<file path="config.mk">
export PLATFORM = sky130hd
export DESIGN_NAME = reg_pipe_rst_y_hs
export DESIGN_NICKNAME = d
export VERILOG_FILES = /design/src/rtl/reg_pipe_rst_y_hs.sv
export SDC_FILE = /design/constraint.sdc
export NUM_CORES = 1
export LEC_CHECK = 0
export BUFFER_PORTS_ARGS = -buffer_cell sky130_fd_sc_hd__buf_2
export CAP_MARGIN = 20
export CORE_MARGIN = 2
export CORE_UTILIZATION = 27
export DETAILED_ROUTE_END_ITERATION = 6
export PLACE_DENSITY_LB_ADDON = 0.05
export SLEW_MARGIN = 20
export SYNTH_ARGS = -nofsm -noshare
export SYNTH_HDL_FRONTEND = slang
export SYNTH_SLANG_ARGS = --single-unit
</file>
<file path="constraint.sdc">
create_clock -name i_clk -period 5.4 [get_ports i_clk]
set_clock_uncertainty 0.1 [all_clocks]
set_input_delay 0.81 -clock i_clk [delete_from_list [all_inputs] [get_ports i_clk]]
set_output_delay 0.81 -clock i_clk [all_outputs]
set_load 0.005 [all_outputs]
</file>
<file path="src/rtl/reg_pipe_rst_y_hs.sv">
// Valid/ready register pipeline of STAGES entries; latency STAGES cycles, 1 word/cycle throughput.
// Backpressure ripples through a combinational ready chain so bubbles collapse; i_en=0 freezes all state.
module reg_pipe_rst_y_hs #(
    parameter int                    DATA_WIDTH = 32,
    parameter int                    STAGES     = 3,
    parameter logic [DATA_WIDTH-1:0] RST_VAL    = '0
) (
    input  logic                          i_clk,
    input  logic                          i_rst,
    input  logic                          i_en,
    input  logic                          i_flush,
    input  logic                          i_valid,
    output logic                          o_ready,
    input  logic [DATA_WIDTH-1:0]         i_data,
    output logic                          o_valid,
    input  logic                          i_ready,
    output logic [DATA_WIDTH-1:0]         o_data,
    output logic [$clog2(STAGES+1)-1:0]   o_count
);
    localparam int CW = $clog2(STAGES + 1);

    logic [STAGES-1:0]     r_v;
    logic [DATA_WIDTH-1:0] r_d [STAGES];
    logic [CW-1:0]         r_cnt;

    logic [STAGES:0]       w_rdy;
    logic [STAGES-1:0]     w_load;
    logic [STAGES-1:0]     w_leave;
    logic [STAGES-1:0]     w_v_nxt;
    logic [CW-1:0]         w_cnt_nxt;
    logic                  w_acc;

    // rdy[k] is set when any stage from k to the output is empty, or downstream is taking a word.
    always_comb begin
        w_acc         = i_ready;
        w_rdy[STAGES] = w_acc;
        for (int k = STAGES - 1; k >= 0; k--) begin
            w_acc    = w_acc | ~r_v[k];
            w_rdy[k] = w_acc;
        end
    end

    always_comb begin
        w_load    = '0;
        w_leave   = '0;
        w_v_nxt   = '0;
        w_cnt_nxt = '0;
        for (int k = 0; k < STAGES; k++) begin
            w_leave[k] = r_v[k] & w_rdy[k+1] & i_en;
        end
        w_load[0] = i_valid & w_rdy[0] & i_en;
        for (int k = 1; k < STAGES; k++) begin
            w_load[k] = w_leave[k-1];
        end
        for (int k = 0; k < STAGES; k++) begin
            w_v_nxt[k] = w_load[k] | (r_v[k] & ~w_leave[k]);
            w_cnt_nxt  = w_cnt_nxt + CW'(w_v_nxt[k]);
        end
    end

    always_ff @(posedge i_clk or posedge i_rst) begin
        if (i_rst) begin
            r_v   <= '0;
            r_cnt <= '0;
            for (int k = 0; k < STAGES; k++) begin
                r_d[k] <= RST_VAL;
            end
        end else if (i_flush) begin
            r_v   <= '0;
            r_cnt <= '0;
            for (int k = 0; k < STAGES; k++) begin
                r_d[k] <= RST_VAL;
            end
        end else begin
            r_v   <= w_v_nxt;
            r_cnt <= w_cnt_nxt;
            if (w_load[0]) begin
                r_d[0] <= i_data;
            end
            // Data of a vacated stage is left stale; only its valid bit matters.
            for (int k = 1; k < STAGES; k++) begin
                if (w_load[k]) begin
                    r_d[k] <= r_d[k-1];
                end
            end
        end
    end

    assign o_ready = w_rdy[0] & i_en & ~i_flush;
    assign o_valid = r_v[STAGES-1];
    assign o_data  = r_d[STAGES-1];
    assign o_count = r_cnt;

endmodule

</file>
==> metrics <==
outcome=completed; clock network power share=0.424; H-tree Lvls=3; Worst-path clk slew=0.07 ns; clock tree buffer depth=2; Worst Path Max Fanout=35; Post-CTS Hold Fix Bufs=0; vias per cell=4.41; first-pass GRT wire length=18,700 um; Mean Syn Cell Area=10.8 um2; Skew-Pair Late Insertion Delay=0.34 ns; routed len/inst=16.5 um; Final setup viols=0; DRC violations left=0; row count=49; CTS sink cnt=just over 100; post-synthesis cell count=450; FF-to-FF End=o_count[0]; setup bufs post-CTS=0; leakage=approximately 2.4 nW; Worst Hold End=o_data[28]; antenna-violating nets left=0; Die Y=138 um; Seq pwr share=0.507; Req. time, crit path=4.49 ns; nets=around 510; post-synth cell types=24; synthesized area=approximately 4900 um2; #FFs+latches synth=between 100 and 150; Net Sw Power=between 0.0003 and 0.0004 W; vias=3,103; crit path DAT=2.05 ns; Final period util=0.549; P_int=0.00118 W; CTS tree=built; GRT Util Overall=0.125; num ports=74; Placed Area=about 5000 um2; Final Util=0.305; Initial Util=0.273; diode count=0; RSZ-0062 raised after global routing=false; DR iter-0 viols=221; Fmax=338 MHz; syn nets=489; antenna violations before repair=0; vias in the first global route=approximately 3,200; CTS Buf Count=9; Setup crit start kind=input port; Worst slew margin=0.402; worst hold stages=2; Warnings, synthesis=0; worst r2r src=r_v[2]; crit path kind=input port to output port; IO Port Bufs=73; WL final=around 12,000 um; total die area=19,100 um2; fillers=1,849; Die Wd=138 um; VDD IR-drop max=approximately 0.15 mV; dpl hpwl=6730 um; Max Slew Vio Count=0; maximum number of pins on one net before global-route repair=72; post-CTS sizing=0; Area Growth Syn to Fin=11.6%; GPL Wtd Cong=0.675; Worst Hold Class=flop to flop; clk root buf=clkbuf_16; Final Power=0.00153 W; R2R depth=5; max cap viols=0; Worst Tran Pin Value=0.897 ns; combinational share of power=0.068; reg2reg setup slack=3.00 ns; core area=17,800 um2; Switching Fraction=0.231; PwrDens=281 nW/um2; Pre-antenna DRT Iters=4; final instance area=5440 um2; Seq/Total Area, Yosys=0.519; fin crit period=2.96 ns; final hold slack=approximately 0.43 ns; final count of hold timing violations=0; Setup crit end kind=output port; layout cells sized above 1=0.211; TNS Setup=0 ns; Hold Crit Start=r_d[60]; total grt overflow=0
==> flip-flops by register name (all words and copies together) (netlist names) <==
signal,cells
r_d,64
o_data,32
r_v,3
o_count,2
==> metrics by stage <==
step | instances | worst slack, ns
6_report | 704 | 2.44
5_1_grt | 704 | 2.35
4_1_cts | 704 | 2.43
3_5_place_dp | 688 | 2.43
3_3_place_gp | 687 | 2.44
2_1_floorplan | 450 | 1.84
==> worst max-delay path, stage by stage <==
cell and delay [ns]:
buf_2 0.14, nor2b_4 0.71, a311oi_1 0.22, buf_2 0.17
==> placed cells by master, fill, tap and decap left out <==
cell type     n
a31oi_4       1
nor2b_4       1
o21ai_1       3
o21ai_0      30
nand2_1       3
nor2_1        4
and3_4        1
dfrtp_1     101
buf_4         5
nand3b_2      1
a311oi_1      1
a31o_2        1
a21oi_1      35
buf_16        1
inv_1         1
clkinvlp_4    2
and2_2        1
mux2i_1      64
nand3_1      33
inv_4         1
clkbuf_1      1
buf_2        72
or2b_1        1
clkbuf_8      4
and2_1        1
nand2b_1     96
fa_1          1
clkbuf_16     9
==> layout make-up <==
cell class / count / area (um2) / area share
Sequential cell: 101 / 2530 / 0.465
Multi-Input combinational cell: 278 / 1890 / 0.347
Timing Repair Buffer: 78 / 425 / 0.0782
Tap cell: 229 / 287 / 0.0527
Clock buffer: 14 / 284 / 0.0522
Clock inverter: 2 / 15.0 / 0.00276
Inverter: 2 / 10.0 / 0.00184
==> routing by layer <==
layer | up-vias | GRT usage | share of wire
li1 | 1524 | - | -
met1 | 1520 | 0.177 | 0.51
met2 | 49 | 0.190 | 0.45
met3 | 10 | 0.0232 | 0.028
met4 | 0 | 0.0499 | 0.014
met5 | - | 0 | 0
==> synthesized netlist by cell type <==
master,instances,share of area
a21oi_1,35,0.036
a311oi_1,1,0.0018
a31o_2,1,0.0018
a31oi_4,1,0.0044
and2_1,2,0.0026
and3_4,1,0.0023
buf_2,9,0.0092
buf_4,33,0.051
buf_6,4,0.0092
buf_8,3,0.0092
clkbuf_1,20,0.015
dfrtp_1,101,0.52
fa_1,1,0.0041
inv_1,2,0.0015
mux2i_1,64,0.13
nand2_1,3,0.0023
nand2b_1,96,0.12
nand3_1,33,0.034
nand3b_2,1,0.0023
nor2_1,4,0.0031
nor2b_1,1,0.0013
o21ai_0,30,0.031
o21ai_1,3,0.0031
or2b_1,1,0.0015
==> power groups by stage <==
stage          Clock [W]  Combinational, W  Sequential [W]
2_1_floorplan          0         0.0000757        0.000789
3_3_place_gp           0          0.000108        0.000790
3_5_place_dp           0          0.000109        0.000790
4_1_cts         0.000678          0.000109        0.000776
5_1_grt         0.000705          0.000119        0.000777
6_report        0.000649          0.000105        0.000776
==> cells by family (layout without fill, tap and decap cells) <==
logic type | Yosys count | count (layout) | synth area share
mux | 64 | 64 | 0.131
flops | 101 | 101 | 0.519
buf+inv | 71 | 96 | 0.0955
simple gates | 142 | 142 | 0.173
fa+ha+maj | 1 | 1 | 0.00411
compound gates | 71 | 71 | 0.0778
==> worst max path at each step <==
stage | startpoint | end | slack (ns) | depth (start not counted)
finish | i_ready | o_ready | 2.44 | 4
global route | i_ready | o_ready | 2.35 | 4
CTS | i_ready | o_ready | 2.43 | 4
detailed placement | i_ready | o_ready | 2.43 | 4
global placement | i_ready | o_ready | 2.44 | 4
floorplan | i_rst | o_count[0] | 1.84 | 1
Note: power is estimated with default switching activity, not from simulation.
